### config.mk
export PLATFORM = sky130hd
export DESIGN_NAME = vga_scan_timing_flat
export DESIGN_NICKNAME = d
export VERILOG_FILES = /design/src/rtl/vga_scan_timing_if.sv /design/src/rtl/vga_scan_timing.sv /design/src/flat_wrapper.sv
export SDC_FILE = /design/constraint.sdc
export NUM_CORES = 1
export LEC_CHECK = 0
export BUFFER_PORTS_ARGS = -buffer_cell sky130_fd_sc_hd__buf_2
export CAP_MARGIN = 20
export CELL_PAD_IN_SITES_DETAIL_PLACEMENT = 1
export CELL_PAD_IN_SITES_GLOBAL_PLACEMENT = 2
export CORE_ASPECT_RATIO = 0.75
export CORE_MARGIN = 4
export CORE_UTILIZATION = 30
export CTS_CLUSTER_DIAMETER = 40
export DETAILED_ROUTE_END_ITERATION = 10
export PLACE_DENSITY_LB_ADDON = 0.1
export SLEW_MARGIN = 20
export SYNTH_ARGS = -nofsm -noshare
export SYNTH_HDL_FRONTEND = slang
export SYNTH_SLANG_ARGS = --single-unit
export TNS_END_PERCENT = 20
### constraint.sdc
create_clock -name clk -period 4.2 [get_ports clk]
set_clock_uncertainty 0.15 [all_clocks]
set_input_delay 0.21 -clock clk [delete_from_list [all_inputs] [get_ports clk]]
set_output_delay 0.21 -clock clk [all_outputs]
set_load 0.005 [all_outputs]
### src/rtl/vga_scan_timing_if.sv
// vga_scan_timing_if
//   Bundles everything the scan timing block exchanges with the display
//   colour logic and the VGA connector. clk and rst are kept outside.
//   master : the timing block (drives coordinates and connector pins,
//            receives the pixel strobe and returned colour)
//   slave  : the display side (drives strobe and colour, watches the rest)
interface vga_scan_timing_if;
  logic               i_pix_stb;
  logic [7:0]         i_red;
  logic [7:0]         i_green;
  logic [7:0]         i_blue;
  logic signed [15:0] o_x;
  logic signed [15:0] o_y;
  logic               o_de;
  logic               o_frame;
  logic               o_line;
  logic [7:0]         vga_r;
  logic [7:0]         vga_g;
  logic [7:0]         vga_b;
  logic               vga_hs;
  logic               vga_vs;

  modport master (
    input  i_pix_stb, i_red, i_green, i_blue,
    output o_x, o_y, o_de, o_frame, o_line,
    output vga_r, vga_g, vga_b, vga_hs, vga_vs
  );

  modport slave (
    output i_pix_stb, i_red, i_green, i_blue,
    input  o_x, o_y, o_de, o_frame, o_line,
    input  vga_r, vga_g, vga_b, vga_hs, vga_vs
  );
endinterface

### src/rtl/vga_scan_timing.sv
// vga_scan_timing
//   Pixel scan generator for the video path. Walks x/y over the full
//   raster (active area plus porches and sync), hands the position to the
//   display colour logic, and drives the VGA connector with the colour it
//   returns. Data-enable and the two syncs are delayed by PIX_LAT clocks so
//   they line up with colour that arrives PIX_LAT clocks after the
//   coordinates, then everything passes through one output register.
// Ports
//   clk   : system clock
//   rst   : asynchronous active-high reset
//   scan  : vga_scan_timing_if.master
//           i_pix_stb          advance one pixel on this clk
//           i_red/green/blue   colour from the display logic
//           o_x/o_y            current position (never negative)
//           o_de               position is in the active area
//           o_frame/o_line     one-clk pulses on entering (0,0) / x=0
//           vga_r/g/b/hs/vs    connector pins
module vga_scan_timing #(
  parameter int H_RES   = 640,
  parameter int H_FP    = 16,
  parameter int H_SYNC  = 96,
  parameter int H_BP    = 48,
  parameter int V_RES   = 480,
  parameter int V_FP    = 10,
  parameter int V_SYNC  = 2,
  parameter int V_BP    = 33,
  parameter bit H_POL   = 1'b0,
  parameter bit V_POL   = 1'b0,
  parameter int PIX_LAT = 1
) (
  input logic              clk,
  input logic              rst,
  vga_scan_timing_if.master scan
);

  localparam int H_TOTAL = H_RES + H_FP + H_SYNC + H_BP;
  localparam int V_TOTAL = V_RES + V_FP + V_SYNC + V_BP;

  localparam logic [15:0] H_LAST  = 16'(H_TOTAL - 1);
  localparam logic [15:0] V_LAST  = 16'(V_TOTAL - 1);
  localparam logic [15:0] H_ACT   = 16'(H_RES);
  localparam logic [15:0] V_ACT   = 16'(V_RES);
  localparam logic [15:0] HS_BEG  = 16'(H_RES + H_FP);
  localparam logic [15:0] HS_END  = 16'(H_RES + H_FP + H_SYNC);
  localparam logic [15:0] VS_BEG  = 16'(V_RES + V_FP);
  localparam logic [15:0] VS_END  = 16'(V_RES + V_FP + V_SYNC);

  function automatic logic in_window(input logic [15:0] v,
                                     input logic [15:0] lo,
                                     input logic [15:0] hi);
    return (v >= lo) && (v < hi);
  endfunction

  function automatic logic sync_level(input logic active, input logic pol);
    return active ? pol : ~pol;
  endfunction

  function automatic logic [7:0] blank_colour(input logic vld,
                                              input logic [7:0] c);
    return vld ? c : 8'd0;
  endfunction

  // Counters are kept unsigned internally; the signed view is only for the
  // display logic's port type.
  logic [15:0] x_p0, y_p0;
  logic [15:0] x_nxt, y_nxt;
  logic        vld_p0, hs_p0, vs_p0, frame_p0, line_p0;

  always_comb begin
    x_nxt = x_p0 + 16'd1;
    y_nxt = y_p0;
    if (x_p0 == H_LAST) begin
      x_nxt = '0;
      y_nxt = (y_p0 == V_LAST) ? '0 : y_p0 + 16'd1;
    end
  end

  // ---- stage 0: counters and flags decoded from the new position ----
  // Reset parks at (0,0) with everything inactive, so the first strobe
  // after release moves to x=1 without a frame pulse for the parked spot.
  always_ff @(posedge clk or posedge rst) begin
    if (rst) begin
      x_p0     <= '0;
      y_p0     <= '0;
      vld_p0   <= 1'b0;
      hs_p0    <= 1'b0;
      vs_p0    <= 1'b0;
      frame_p0 <= 1'b0;
      line_p0  <= 1'b0;
    end else if (scan.i_pix_stb) begin
      x_p0     <= x_nxt;
      y_p0     <= y_nxt;
      vld_p0   <= (x_nxt < H_ACT) && (y_nxt < V_ACT);
      hs_p0    <= in_window(x_nxt, HS_BEG, HS_END);
      vs_p0    <= in_window(y_nxt, VS_BEG, VS_END);
      frame_p0 <= (x_nxt == '0) && (y_nxt == '0);
      line_p0  <= (x_nxt == '0);
    end else begin
      frame_p0 <= 1'b0;
      line_p0  <= 1'b0;
    end
  end

  assign scan.o_x     = $signed(x_p0);
  assign scan.o_y     = $signed(y_p0);
  assign scan.o_de    = vld_p0;
  assign scan.o_frame = frame_p0;
  assign scan.o_line  = line_p0;

  // ---- stage 1: PIX_LAT-deep delay of {de, hs, vs}, free-running ----
  // Shifts every clk regardless of strobe so the delay is measured in clk
  // cycles, matching the display logic's read latency.
  logic vld_d, hs_d, vs_d;

  generate
    if (PIX_LAT == 0) begin : g_no_dly
      assign vld_d = vld_p0;
      assign hs_d  = hs_p0;
      assign vs_d  = vs_p0;
    end else begin : g_dly
      logic [2:0] dly_p1 [PIX_LAT];

      always_ff @(posedge clk or posedge rst) begin
        if (rst) begin
          for (int i = 0; i < PIX_LAT; i++) dly_p1[i] <= 3'b000;
        end else begin
          dly_p1[0] <= {vld_p0, hs_p0, vs_p0};
          for (int i = 1; i < PIX_LAT; i++) dly_p1[i] <= dly_p1[i-1];
        end
      end

      assign {vld_d, hs_d, vs_d} = dly_p1[PIX_LAT-1];
    end
  endgenerate

  // ---- stage 2: connector output register ----
  logic [7:0] r_p2, g_p2, b_p2;
  logic       hs_p2, vs_p2;

  always_ff @(posedge clk or posedge rst) begin
    if (rst) begin
      r_p2  <= 8'd0;
      g_p2  <= 8'd0;
      b_p2  <= 8'd0;
      hs_p2 <= ~H_POL;
      vs_p2 <= ~V_POL;
    end else begin
      r_p2  <= blank_colour(vld_d, scan.i_red);
      g_p2  <= blank_colour(vld_d, scan.i_green);
      b_p2  <= blank_colour(vld_d, scan.i_blue);
      hs_p2 <= sync_level(hs_d, H_POL);
      vs_p2 <= sync_level(vs_d, V_POL);
    end
  end

  assign scan.vga_r  = r_p2;
  assign scan.vga_g  = g_p2;
  assign scan.vga_b  = b_p2;
  assign scan.vga_hs = hs_p2;
  assign scan.vga_vs = vs_p2;

endmodule

### src/flat_wrapper.sv
// flat-port wrapper written by rule: the top's interface ports become plain ports
module vga_scan_timing_flat 
#(
  parameter int H_RES   = 640,
  parameter int H_FP    = 16,
  parameter int H_SYNC  = 96,
  parameter int H_BP    = 48,
  parameter int V_RES   = 480,
  parameter int V_FP    = 10,
  parameter int V_SYNC  = 2,
  parameter int V_BP    = 33,
  parameter bit H_POL   = 1'b0,
  parameter bit V_POL   = 1'b0,
  parameter int PIX_LAT = 1
)
  (clk, rst, scan_i_pix_stb, scan_i_red, scan_i_green, scan_i_blue, scan_o_x, scan_o_y, scan_o_de, scan_o_frame, scan_o_line, scan_vga_r, scan_vga_g, scan_vga_b, scan_vga_hs, scan_vga_vs);
  vga_scan_timing_if scan_i ();
  input logic clk;
  input logic rst;
  input wire logic [$bits(scan_i.i_pix_stb)-1:0] scan_i_pix_stb;
  input wire logic [$bits(scan_i.i_red)-1:0] scan_i_red;
  input wire logic [$bits(scan_i.i_green)-1:0] scan_i_green;
  input wire logic [$bits(scan_i.i_blue)-1:0] scan_i_blue;
  output wire logic [$bits(scan_i.o_x)-1:0] scan_o_x;
  output wire logic [$bits(scan_i.o_y)-1:0] scan_o_y;
  output wire logic [$bits(scan_i.o_de)-1:0] scan_o_de;
  output wire logic [$bits(scan_i.o_frame)-1:0] scan_o_frame;
  output wire logic [$bits(scan_i.o_line)-1:0] scan_o_line;
  output wire logic [$bits(scan_i.vga_r)-1:0] scan_vga_r;
  output wire logic [$bits(scan_i.vga_g)-1:0] scan_vga_g;
  output wire logic [$bits(scan_i.vga_b)-1:0] scan_vga_b;
  output wire logic [$bits(scan_i.vga_hs)-1:0] scan_vga_hs;
  output wire logic [$bits(scan_i.vga_vs)-1:0] scan_vga_vs;
  assign scan_i.i_pix_stb = scan_i_pix_stb;
  assign scan_i.i_red = scan_i_red;
  assign scan_i.i_green = scan_i_green;
  assign scan_i.i_blue = scan_i_blue;
  assign scan_o_x = scan_i.o_x;
  assign scan_o_y = scan_i.o_y;
  assign scan_o_de = scan_i.o_de;
  assign scan_o_frame = scan_i.o_frame;
  assign scan_o_line = scan_i.o_line;
  assign scan_vga_r = scan_i.vga_r;
  assign scan_vga_g = scan_i.vga_g;
  assign scan_vga_b = scan_i.vga_b;
  assign scan_vga_hs = scan_i.vga_hs;
  assign scan_vga_vs = scan_i.vga_vs;
  vga_scan_timing #(.H_RES(H_RES), .H_FP(H_FP), .H_SYNC(H_SYNC), .H_BP(H_BP), .V_RES(V_RES), .V_FP(V_FP), .V_SYNC(V_SYNC), .V_BP(V_BP), .H_POL(H_POL), .V_POL(V_POL), .PIX_LAT(PIX_LAT)) u_core (.clk(clk), .rst(rst), .scan(scan_i));
endmodule
# [Yosys cells after proc, flatten, opt, wreduce, memory -nomap -nowiden]
# Cells that the tools add are included.
[classes] multipliers=0 n_div=0 addsub=2 bitwise=0 n_eq_ne=2 muxes=10 shifts=0 order_cmp=6 reduce_logical=6
[ops] op="$mux W16" count=3
[ops] op="$add A16 B1 Y16 const B" count=2
[ops] op="$eq A16 B10 Y1 const B" count=2
[ops] op="$logic_not A16 Y1" count=2
[ops] op="$lt A16 B10 Y1 const B" count=2
[ops] op="$lt A16 B9 Y1 const B" count=2
[ops] op="$mux W8" count=3
[ops] op="$ge A16 B10 Y1 const B" count=1
[ops] op="$ge A16 B9 Y1 const B" count=1
[ops] op="$logic_and A1 B1 Y1" count=4
[ops] op="$mux W1" count=4
[totals] latch_bits=0 input_bits=27 ram_bits=0 mem_count=0 ff_bits=66 out_inout_bits=61 mem_bits_ro=0

# [Depth between registers and ports, before layout]
# Gate-level depths: netlist of run 1.
[logic_depth] word_depth=6 ltp_mapped=10 ltp_nobuf=8

# [Least setup slack after synthesis of run 1]
# Ideal clock, no wire load.
[synth_path] path_type="register to register" startpoint="register u_core.x_p0[5] (netlist: u_core.scan.o_x[5])" endpoint="register u_core.vld_p0 (netlist: u_core.scan.o_de)" required_time_ns=3.946 path_stages_with_launch=8 slack_ns=1.500 arrival_ns=2.447 n_path_buf=1 period_less_slack_ns=2.700 path_cell_list="dfrtp_1 or4_4 or4_4 buf_6 nor4_4 or3_1 a211oi_1 o41ai_2"
[synth_between] elab_chain_cells=4 word_cells_on_any_way=7 classes_between="1 x add/sub; 2 x order compare; 1 x eq/ne; 2 x mux; 1 x reduce/logical"
[synth_rtl] item="start: declaration" line="vga_scan_timing.sv:65" source="logic [15:0] x_p0, y_p0;"
[synth_rtl] item="start signal: assignment" line="vga_scan_timing.sv:91" source="x_p0 <= x_nxt;"
[synth_rtl] item="$add A16 B1 Y16 / $eq A16 B10 Y1 (equally long branches)" line="vga_scan_timing.sv:70, vga_scan_timing.sv:72"
[synth_rtl] item="$mux W16" line="vga_scan_timing.sv:72" source="if (x_p0 == H_LAST) begin"
[synth_rtl] item="$lt A16 B10 Y1 / $lt A16 B9 Y1 (equally long branches)" line="vga_scan_timing.sv:93" source="vld_p0 <= (x_nxt < H_ACT) && (y_nxt < V_ACT);"
[synth_rtl] item="$logic_and A1 B1 Y1 *" line="vga_scan_timing.sv:93"
[synth_rtl] item="end signal: assignment" line="vga_scan_timing.sv:93"
[synth_rtl] item="end: declaration" line="vga_scan_timing.sv:67" source="logic vld_p0, hs_p0, vs_p0, frame_p0, line_p0;"
# Mark *: on every way between the ends. The rest lies on a longest branch, timed or not.
# A chain may end at the register's enable or synchronous reset.

# [Final worst setup path of run 1]
# Same ends and word-level chain as after synthesis.

==> qor_table.md, run 1 <==
| Item | This run |
| --- | --- |
| Root buffer cell | sky130_fd_sc_hd__clkbuf_16 |
| Total wire length | 12400 um |
| Number of sinks driven by the clock tree | 66 |
| CTS tree | yes |
| Pin count of the biggest net entering global routing | 41 |
| Worst-case hold slack | 0.207 ns |
| N_diodes | 0 |
| Highest achievable clock rate | 328 MHz |
| Via density per instance | 5.25 |
| Number of standard cells after synthesis | 393 |
| Final weighted congestion in routability-driven placement | 0.844 |
| Top post-synthesis cells by count | sky130_fd_sc_hd__dfrtp_1, sky130_fd_sc_hd__nand2_1, sky130_fd_sc_hd__clkbuf_1 |
| Clock slew at reported path FFs | 0.06 ns |
| Worst-skew pair later-pin latency | 0.33 ns |
| Power density over the cells | 386 nW/um^2 |
| I/O pins | 88 |
| Path type of the worst setup path | reg2reg |
| Count of input and output buffers | 87 |
| Nets@finish | 519 |
| Total of cells resized after clock tree synthesis | 0 |
| Peak VDD IR | 0.181 mV |
| Number of synthesized flops with an enable pin | 0 |
| Estimated wirelength of the detail-placed design | 8510 um |
| Tightest Hold Check Type | reg2reg |
| Setup repair after global routing missed its margin | no |
| Asr flop ratio synth | 1.00 |
| Final Cycle Share | 0.725 |
| Leftover overflow at the end of global routing | 0 |
| Final setup vio count | 0 |
| Number of hold violations in the final report | 0 |
| Count of synthesis-stage warnings from yosys | 0 |
| Worst-path maximum fanout | 16 |
| Max-cap violations | 0 |
| Required time of the critical path | 4.29 ns |
| Total Routing Usage GR | 0.180 |
| Number of antenna violations at the first check in global routing | 0 |
| Leading cell types by total area after synthesis | sky130_fd_sc_hd__dfrtp_1, sky130_fd_sc_hd__and2_1, sky130_fd_sc_hd__nand2_1 |
| First-pass GRT wire length | 19600 um |
| Result of the run | complete, no violations |
| Worst-margin pin slew | 0.832 ns |
| Share of final-layout standard cells stronger than drive strength 1 | 0.253 |
| Post-synth top area share | 0.440 |
| Initial DRC Count | 142 |
| Hold-fix buffers at CTS | 25 |
| Synthesized cell area | 3640 sq um |
| Growth of design area from synthesis to finish | 30.5% |
| Max Slew Vio Count | 0 |
| Max-slew headroom | 0.444 |
| Post-layout min period | 3.05 ns |
| Number of CTS-inserted buffers | 9 |
| Sort of element at the end of the critical path | flip-flop |
| Total negative setup slack | 0 ns |
| Post-synthesis average cell area | 9.26 sq um |
| Antenna Violating Nets Remaining | 0 |
| DRC | 0 |
| Floorplan Core Area | 11700 sq um |
| Total power draw | 1.83 mW |
| Number of global-route vias before repair | 3480 |
| Most instantiated library cell after synthesis | sky130_fd_sc_hd__dfrtp_1 |
| Share of the yosys chip area belonging to registers | 0.454 |
| Post-CTS setup buffers | 0 |
| Top cell type by total area after synthesis | sky130_fd_sc_hd__dfrtp_1 |
| Floorplan row count | 34 |
| Routed length per instance | 18.8 um |
| H-Tree Level Count | 3 |
| CP Data Arrival Time | 3.13 ns |
| Total of flip-flops plus latches after synthesis | 66 |
| Ys flop type | sky130_fd_sc_hd__dfrtp_1 |
| Setup ws final | 1.15 ns |
| Fin util | 0.405 |
| Total via count after detailed routing | 3445 |
| Crit start category | flip-flop |
| Count of distinct cell types in the synthesized netlist | 58 |
| First drt pass iteration count | 4 |
| Post-synthesis net count | 423 |
| Worst slack at placement | 1.14 ns |
| Die Span Y | 103 um |
| Horizontal die dimension | 135 um |
| Static leakage | 2.13 nW |
| Initial core utilization | 0.310 |
| Max Buffers Root-to-Sink | 2 |
| Die Outline Area | 14000 sq um |
[cell usage in the layout (no fill, tap or decap), types with 5 or more instances in the layout]
| cell | netlist | routed |
|---|---|---|
| sky130_fd_sc_hd__nand3_1 | 16 | 16 |
| sky130_fd_sc_hd__buf_2 | 1 | 87 |
| sky130_fd_sc_hd__nor2_1 | 21 | 21 |
| sky130_fd_sc_hd__or3_1 | 5 | 5 |
| sky130_fd_sc_hd__nand2_1 | 35 | 35 |
| sky130_fd_sc_hd__nand4_1 | 18 | 18 |
| sky130_fd_sc_hd__nor3_1 | 9 | 9 |
| sky130_fd_sc_hd__mux2i_1 | 5 | 5 |
| sky130_fd_sc_hd__xor2_1 | 6 | 6 |
| sky130_fd_sc_hd__nor4_1 | 11 | 10 |
| sky130_fd_sc_hd__and2_1 | 27 | 27 |
| sky130_fd_sc_hd__o31ai_1 | 9 | 9 |
| sky130_fd_sc_hd__dfrtp_1 | 64 | 64 |
| sky130_fd_sc_hd__buf_4 | 0 | 6 |
| sky130_fd_sc_hd__and4_1 | 6 | 6 |
| sky130_fd_sc_hd__inv_1 | 10 | 9 |
| sky130_fd_sc_hd__nand2b_1 | 5 | 5 |
| sky130_fd_sc_hd__o21ai_0 | 26 | 26 |
| sky130_fd_sc_hd__clkbuf_16 | 0 | 9 |
| sky130_fd_sc_hd__a21oi_1 | 7 | 7 |
| sky130_fd_sc_hd__xnor2_1 | 14 | 14 |
| sky130_fd_sc_hd__dlygate4sd3_1 | 0 | 25 |
[worst max-delay path, stage by stage (launching register included)]
cell and delay, ns:
sky130_fd_sc_hd__dfrtp_1 0.55, sky130_fd_sc_hd__or4_4 0.64, sky130_fd_sc_hd__or4_1 0.74, sky130_fd_sc_hd__nor3_2 0.34, sky130_fd_sc_hd__xnor2_1 0.16, sky130_fd_sc_hd__a211oi_1 0.08, sky130_fd_sc_hd__o41ai_2 0.30
[worst paths after layout]
check | slack [ns] | to | from | cells past startpoint
max | 1.15 | u_core.scan.o_de | u_core.scan.o_x[5] | 6
min | 0.21 | u_core.scan.vga_hs | u_core.g_dly.dly_p1[1] | 1
max reg2reg | 1.15 | u_core.scan.o_de | u_core.scan.o_x[5] | 6
min reg2reg | 0.21 | u_core.scan.vga_hs | u_core.g_dly.dly_p1[1] | 1
max in group asynchronous | 2.54 | u_core.scan.o_y[13] | rst | 4
min in group asynchronous | 0.46 | u_core.scan.o_y[0] | rst | 3
[report_power, final]
part	internal [mW]	switching, mW
Sequential	0.671	0.102
Combinational	0.148	0.150
Clock	0.463	0.301
[sequential cells by signal (all words and copies together) (netlist names)]
name / flops
u_core.scan.o_de: 1
u_core.vs_p0: 1
u_core.scan.vga_r: 8
u_core.hs_p0: 1
u_core.g_dly.dly_p1: 3
u_core.scan.vga_b: 8
u_core.scan.vga_g: 8
u_core.scan.o_line: 1
u_core.scan.o_y: 16
u_core.scan.vga_hs: 1
u_core.scan.vga_vs: 1
u_core.scan.o_frame: 1
u_core.scan.o_x: 16
[final cells by class]
cell class | instances | area, sq um
well taps | 162 | 203
fillers | 1375 | 6990
multi-input cells | 283 | 1820
clock buffers | 9 | 225
repair buffers | 118 | 731
clock inverters | 7 | 77.6
flip-flops and latches | 66 | 1650
inverters | 11 | 41.3
[cell families (layout without fill, tap and decap cells)]
family	count (synthesis)	in the layout	synth area share
xor gates and xnor gates	20	20	0.0481
DFF	66	66	0.454
adders and majority gates	3	3	0.0103
AOI/OAI and AO/OA	73	73	0.134
muxes	6	6	0.0168
and+or+nand+nor	181	181	0.288
buffers and inverters	44	145	0.0478
[stage by stage]
stage          instances  instance area (sq um)
4_1_cts              656                   4750
2_1_floorplan        393                   3640
3_3_place_gp         615                   4200
3_5_place_dp         615                   4200
5_1_grt              656                   4750
6_report             656                   4750
[metal layers]
metal  share of wire  global-route usage
met1            0.51               0.258
met2            0.42               0.276
met3           0.060              0.0411
met4          0.0089              0.0442
met5               0                   0
(Power assumes the default switching activity.)
==> run 2, diff against run 1 <==
==> constraint.sdc (replaced) <==
create_clock -name clk -period 3 [get_ports clk]
set_clock_uncertainty 0.15 [all_clocks]
set_input_delay 0.15 -clock clk [delete_from_list [all_inputs] [get_ports clk]]
set_output_delay 0.15 -clock clk [all_outputs]
set_load 0.005 [all_outputs]
==> qor_table.md, run 2 (synthesized netlist as in run 1, its figures left out) <==
| Item | This run |
| --- | --- |
| Leftover overflow at the end of global routing | 0 |
| Max Slew Vio Count | 0 |
| Sort of element at the end of the critical path | flip-flop |
| Final weighted congestion in routability-driven placement | 0.814 |
| Footprint of the flip-flops and latches | 1650 sq um |
| Growth of design area from synthesis to finish | 37.0% |
| Total Routing Usage GR | 0.189 |
| Number of cells on the worst reg-to-reg path | 6 |
| Floorplan row count | 34 |
| DRC | 0 |
| Pin count of the biggest net entering global routing | 51 |
| Number of sinks driven by the clock tree | 66 |
| Max stage delay on crit path | 0.60 ns |
| Gate family responsible for the most delay along the worst path | simple AND/OR/NAND/NOR gates |
| Start point of the worst hold path | scan_i_pix_stb |
| Worst-path maximum fanout | 7 |
| Most Frequent Cell on Critical Path | sky130_fd_sc_hd__or4_4 |
| Tightest Hold Check Type | in2reg |
| Nets@finish | 548 |
| Root buffer cell | sky130_fd_sc_hd__clkbuf_16 |
| First-pass GRT wire length | 20400 um |
| Most frequent cells in the layout | sky130_fd_sc_hd__buf_2, sky130_fd_sc_hd__dfrtp_1, sky130_fd_sc_hd__nand2_1, sky130_fd_sc_hd__buf_4, sky130_fd_sc_hd__and2_1 |
| Worst reg2reg path endpoint | u_core.scan.o_de |
| Crit start category | flip-flop |
| Highest achievable clock rate | 360 MHz |
| CP Data Arrival Time | 2.83 ns |
| Worst-skew pair later-pin latency | 0.33 ns |
| Flop-to-flop setup slack | 0.22 ns |
| H-Tree Level Count | 3 |
| Worst-case hold slack | 0.136 ns |
| Share of final-layout standard cells stronger than drive strength 1 | 0.293 |
| Power density over the cells | 546 nW/um^2 |
| Worst-margin pin slew | 0.868 ns |
| Count of non-filler cells in the finished layout | 685 |
| Die Span Y | 103 um |
| Max-slew headroom | 0.421 |
| Post-layout min period | 2.78 ns |
| Post-placement cell count | 643 |
| Setup ws final | 0.219 ns |
| Static leakage | 2.28 nW |
| Initial core utilization | 0.310 |
| Cell with the largest stage delay on the worst path | sky130_fd_sc_hd__or4_4 |
| Number of global-route vias before repair | 3596 |
| Final Cycle Share | 0.927 |
| CP Buf/Inv Count | 0 |
| Floorplan Core Area | 11700 sq um |
| Standard cell area after detailed placement | 4410 sq um |
| Number of hold violations in the final report | 0 |
| Worst slack at placement | 0.169 ns |
| First drt pass iteration count | 4 |
| Horizontal die dimension | 135 um |
| Count of input and output buffers | 87 |
| Total via count after detailed routing | 3493 |
| Required time of the critical path | 3.05 ns |
| Endpoint of the worst hold path | u_core.scan.o_x[3] |
| Path type of the worst setup path | reg2reg |
| Antenna Violating Nets Remaining | 0 |
| CTS tree | yes |
| Number of filler instances in the final layout | 1395 |
| Reg-to-reg startpoint | u_core.scan.o_x[5] |
| Number of CTS-inserted buffers | 9 |
| Multi-input combinational cell area | 1820 sq um |
| Leading cell type in the layout, fill and taps excluded | sky130_fd_sc_hd__buf_2 |
| Result of the run | complete, no violations |
| Number of antenna violations at the first check in global routing | 0 |
| Max Buffers Root-to-Sink | 2 |
| Final setup vio count | 0 |
| I/O pins | 88 |
| Depth of the worst hold-timing path | 4 |
| N_diodes | 0 |
| Max-cap violations | 0 |
| Peak VDD IR | 0.236 mV |
| Die Outline Area | 14000 sq um |
| Via density per instance | 5.10 |
| Setup repair after global routing missed its margin | no |
| Total wire length | 12800 um |
| Total negative setup slack | 0 ns |
| Non-Filler Cell Area, Final | 4980 sq um |
| Clock slew at reported path FFs | 0.06 ns |
| Routed length per instance | 18.7 um |
| Initial DRC Count | 191 |
| Estimated wirelength of the detail-placed design | 9120 um |
| Total of cells resized after clock tree synthesis | 0 |
| CP Cell Sequence | or4_4, or4_4, nor4_4, nand3_1, a211oi_1, o41ai_2 |
[run 2: area by class of cell]
cell class | count | area share
timing repair buffer | 147 | 0.190
multi-input combinational | 283 | 0.365
inverter | 11 | 0.00853
tap | 162 | 0.0407
clock inverter | 6 | 0.0181
sequential | 66 | 0.332
clock buffer | 10 | 0.0459
[run 2: metrics by stage]
stage / power (mW) / utilization
after floorplan: 1.33 / -
after global placement: 1.56 / 0.375
after detailed placement: 1.58 / 0.375
after CTS: 2.76 / 0.424
after global routing: 2.88 / 0.425
final: 2.72 / 0.425
[run 2: worst max path at each step]
stage / startpoint / to / slack, ns / cells after the start
6_report: u_core.scan.o_x[5] / u_core.scan.o_de / 0.22 / 6
5_1_grt: u_core.scan.o_y[0] / u_core.scan.o_frame / 0.04 / 8
4_1_cts: u_core.scan.o_x[0] / u_core.scan.o_de / 0.15 / 7
3_5_place_dp: u_core.scan.o_x[0] / u_core.scan.o_de / 0.17 / 7
3_3_place_gp: u_core.scan.o_x[0] / u_core.scan.o_de / 0.29 / 7
2_1_floorplan: u_core.scan.o_x[5] / u_core.scan.o_de / 0.30 / 7
[run 2: worst reg2reg max path, cell delays in order (launching register included)]
cell,delay (ns)
sky130_fd_sc_hd__dfrtp_1,0.39
sky130_fd_sc_hd__or4_4,0.57
sky130_fd_sc_hd__or4_4,0.60
sky130_fd_sc_hd__nor4_4,0.39
sky130_fd_sc_hd__nand3_1,0.13
sky130_fd_sc_hd__a211oi_1,0.30
sky130_fd_sc_hd__o41ai_2,0.12
[run 2: what timing repair did]
action | CTS | global route
buffers inserted | 0 | 1
hold buffers | 25 | 0
endpoints found under the setup margin | 0 | 2
hold endpoints to repair | 72 | 0
[run 2: routing by layer]
metal  track usage  routed length [um]
met2         0.282                5310
met3        0.0479                 818
met5             0                   0
met4        0.0434                 101
met1         0.278                6550
[run 2: power by group]
group | switching (mW) | internal, mW
sequential | 0.0501 | 0.941
clock | 0.403 | 0.730
combinational | 0.323 | 0.272
total | 0.776 | 1.94
==> run 3, diff against run 2 <==
--- a/config.mk
+++ b/config.mk
@@ -5,15 +5,16 @@
 export SDC_FILE = /design/constraint.sdc
 export NUM_CORES = 1
 export LEC_CHECK = 0
-export BUFFER_PORTS_ARGS = -buffer_cell sky130_fd_sc_hd__buf_2
 export CAP_MARGIN = 20
 export CELL_PAD_IN_SITES_DETAIL_PLACEMENT = 1
 export CELL_PAD_IN_SITES_GLOBAL_PLACEMENT = 2
 export CORE_ASPECT_RATIO = 0.75
 export CORE_MARGIN = 4
 export CORE_UTILIZATION = 30
-export CTS_CLUSTER_DIAMETER = 40
+export CTS_BUF_LIST = sky130_fd_sc_hd__clkbuf_4 sky130_fd_sc_hd__clkbuf_8 sky130_fd_sc_hd__clkbuf_16
+export CTS_CLUSTER_DIAMETER = 30
 export DETAILED_ROUTE_END_ITERATION = 10
+export DONT_BUFFER_PORTS = 1
 export PLACE_DENSITY_LB_ADDON = 0.1
 export SLEW_MARGIN = 20
 export SYNTH_ARGS = -nofsm -noshare
==> qor_table.md, run 3 (synthesized netlist as in run 1, its figures left out) <==
| Item | This run |
| --- | --- |
| Result of the run | complete, no violations |
| Max Buffers Root-to-Sink | 2 |
| Max-slew headroom | 0.651 |
| Post-CTS setup buffers | 0 |
| Reg-to-reg startpoint | u_core.scan.o_x[5] |
| Max-cap violations | 0 |
| Standard cell area after detailed placement | 4030 sq um |
| Growth of design area from synthesis to finish | 28.3% |
| Routed length per instance | 20.7 um |
| Peak VDD IR | 0.249 mV |
| Final weighted congestion in routability-driven placement | 0.804 |
| Share of final-layout standard cells stronger than drive strength 1 | 0.168 |
| Die Span Y | 103 um |
| Total via count after detailed routing | 3273 |
| First-pass GRT wire length | 20000 um |
| Antenna Violating Nets Remaining | 0 |
| Estimated wirelength of the detail-placed design | 8990 um |
| Setup repair after global routing missed its margin | no |
| Die Outline Area | 14000 sq um |
| H-Tree Level Count | 3 |
| Power density over the cells | 594 nW/um^2 |
| Crit start category | flip-flop |
| Number of hold violations in the final report | 0 |
| Worst reg2reg path endpoint | u_core.scan.o_de |
| Number of sinks driven by the clock tree | 66 |
| Highest achievable clock rate | 362 MHz |
| Nets@finish | 471 |
| Footprint of the flip-flops and latches | 1650 sq um |
| Number of cells on the worst reg-to-reg path | 5 |
| Flop-to-flop setup slack | 0.24 ns |
| CTS tree | yes |
| Worst-path maximum fanout | 6 |
| Number of CTS-inserted buffers | 9 |
| Initial core utilization | 0.310 |
| Non-Filler Cell Area, Final | 4670 sq um |
| Leftover overflow at the end of global routing | 0 |
| Endpoint of the worst hold path | u_core.scan.o_x[3] |
| Max Slew Vio Count | 0 |
| Worst-margin pin slew | 0.524 ns |
| Post-layout min period | 2.76 ns |
| Static leakage | 1.93 nW |
| Worst slack at placement | 0.246 ns |
| DRC | 0 |
| I/O pins | 88 |
| Total Routing Usage GR | 0.186 |
| Tightest Hold Check Type | in2reg |
| Path type of the worst setup path | reg2reg |
| Root buffer cell | sky130_fd_sc_hd__clkbuf_16 |
| Horizontal die dimension | 135 um |
| Total negative setup slack | 0 ns |
| First drt pass iteration count | 4 |
| Number of filler instances in the final layout | 1344 |
| Count of input and output buffers | 0 |
| Sort of element at the end of the critical path | flip-flop |
| N_diodes | 0 |
| Worst-skew pair later-pin latency | 0.33 ns |
| Number of antenna violations at the first check in global routing | 0 |
| Most frequent cells in the layout | sky130_fd_sc_hd__dfrtp_1, sky130_fd_sc_hd__buf_4, sky130_fd_sc_hd__nand2_1, sky130_fd_sc_hd__and2_1, sky130_fd_sc_hd__dlygate4sd3_1 |
| Multi-input combinational cell area | 1820 sq um |
| Final setup vio count | 0 |
| Initial DRC Count | 176 |
| Depth of the worst hold-timing path | 3 |
| Floorplan row count | 34 |
| Number of global-route vias before repair | 3387 |
| Via density per instance | 5.38 |
| Start point of the worst hold path | scan_i_pix_stb |
| Required time of the critical path | 3.08 ns |
| Setup ws final | 0.238 ns |
| Floorplan Core Area | 11700 sq um |
| CP Data Arrival Time | 2.84 ns |
| Total wire length | 12600 um |
| Clock slew at reported path FFs | 0.06 ns |
| Leading cell type in the layout, fill and taps excluded | sky130_fd_sc_hd__dfrtp_1 |
| Pin count of the biggest net entering global routing | 34 |
| Final Cycle Share | 0.921 |
-- run 3: through the flow --
| stage | util | hold slack [ns] | total power, mW | cells |
|---|---|---|---|---|
| 2_1_floorplan | - | 0.134 | 1.33 | 393 |
| 3_3_place_gp | 0.343 | -0.0620 | 1.51 | 564 |
| 3_5_place_dp | 0.343 | -0.0544 | 1.51 | 564 |
| 4_1_cts | 0.398 | 0.0434 | 2.80 | 608 |
| 5_1_grt | 0.398 | 0.0487 | 2.92 | 608 |
| 6_report | 0.398 | 0.0405 | 2.77 | 608 |
-- run 3: repair_timing --
action / CTS / global route
hold buffers: 28 / 0
gates resized for setup: 0 / 0
endpoints found under the hold margin: 76 / 0
-- run 3: how the worst max path moves through the flow --
| stage | startpoint | endpoint | slack [ns] | depth (start not counted) |
|---|---|---|---|---|
| 6_report | u_core.scan.o_x[5] | u_core.scan.o_de | 0.24 | 5 |
| 3_5_place_dp | u_core.scan.o_x[5] | u_core.scan.o_de | 0.25 | 6 |
| 2_1_floorplan | u_core.scan.o_x[5] | u_core.scan.o_de | 0.30 | 7 |
| 4_1_cts | u_core.scan.o_x[5] | u_core.scan.o_de | 0.23 | 6 |
| 5_1_grt | u_core.scan.o_x[4] | u_core.scan.o_frame | 0.04 | 8 |
| 3_3_place_gp | u_core.scan.o_x[5] | u_core.scan.o_de | 0.30 | 5 |
-- run 3: critical path, stage by stage (launching register included) --
cell                      delay, ns
sky130_fd_sc_hd__dfrtp_1       0.38
sky130_fd_sc_hd__or4_4         0.57
sky130_fd_sc_hd__or4_1         0.68
sky130_fd_sc_hd__a22oi_1       0.25
sky130_fd_sc_hd__nand4_1       0.25
sky130_fd_sc_hd__o41ai_2       0.38
-- run 3: area by class of cell --
| cell class | instances | area share |
|---|---|---|
| multi-input combinational | 283 | 0.389 |
| clock buffer | 10 | 0.0499 |
| tap | 162 | 0.0434 |
| timing repair buffer | 70 | 0.130 |
| sequential | 66 | 0.354 |
| clock inverter | 6 | 0.0244 |
| inverter | 11 | 0.00884 |
-- run 3: layer usage --
metal  vias up  track usage  wire (um)
li1       1524            -          -
met1      1633        0.285       6540
met2       105        0.263       5090
met3        11       0.0455        786
met4         0       0.0442        138
met5         -            0          0
-- run 3: power by group --
part	internal, mW	total, mW	switching, mW
logic	0.237	0.523	0.286
clock network	0.824	1.23	0.410
registers	0.940	1.01	0.0736
total	2.00	2.77	0.770
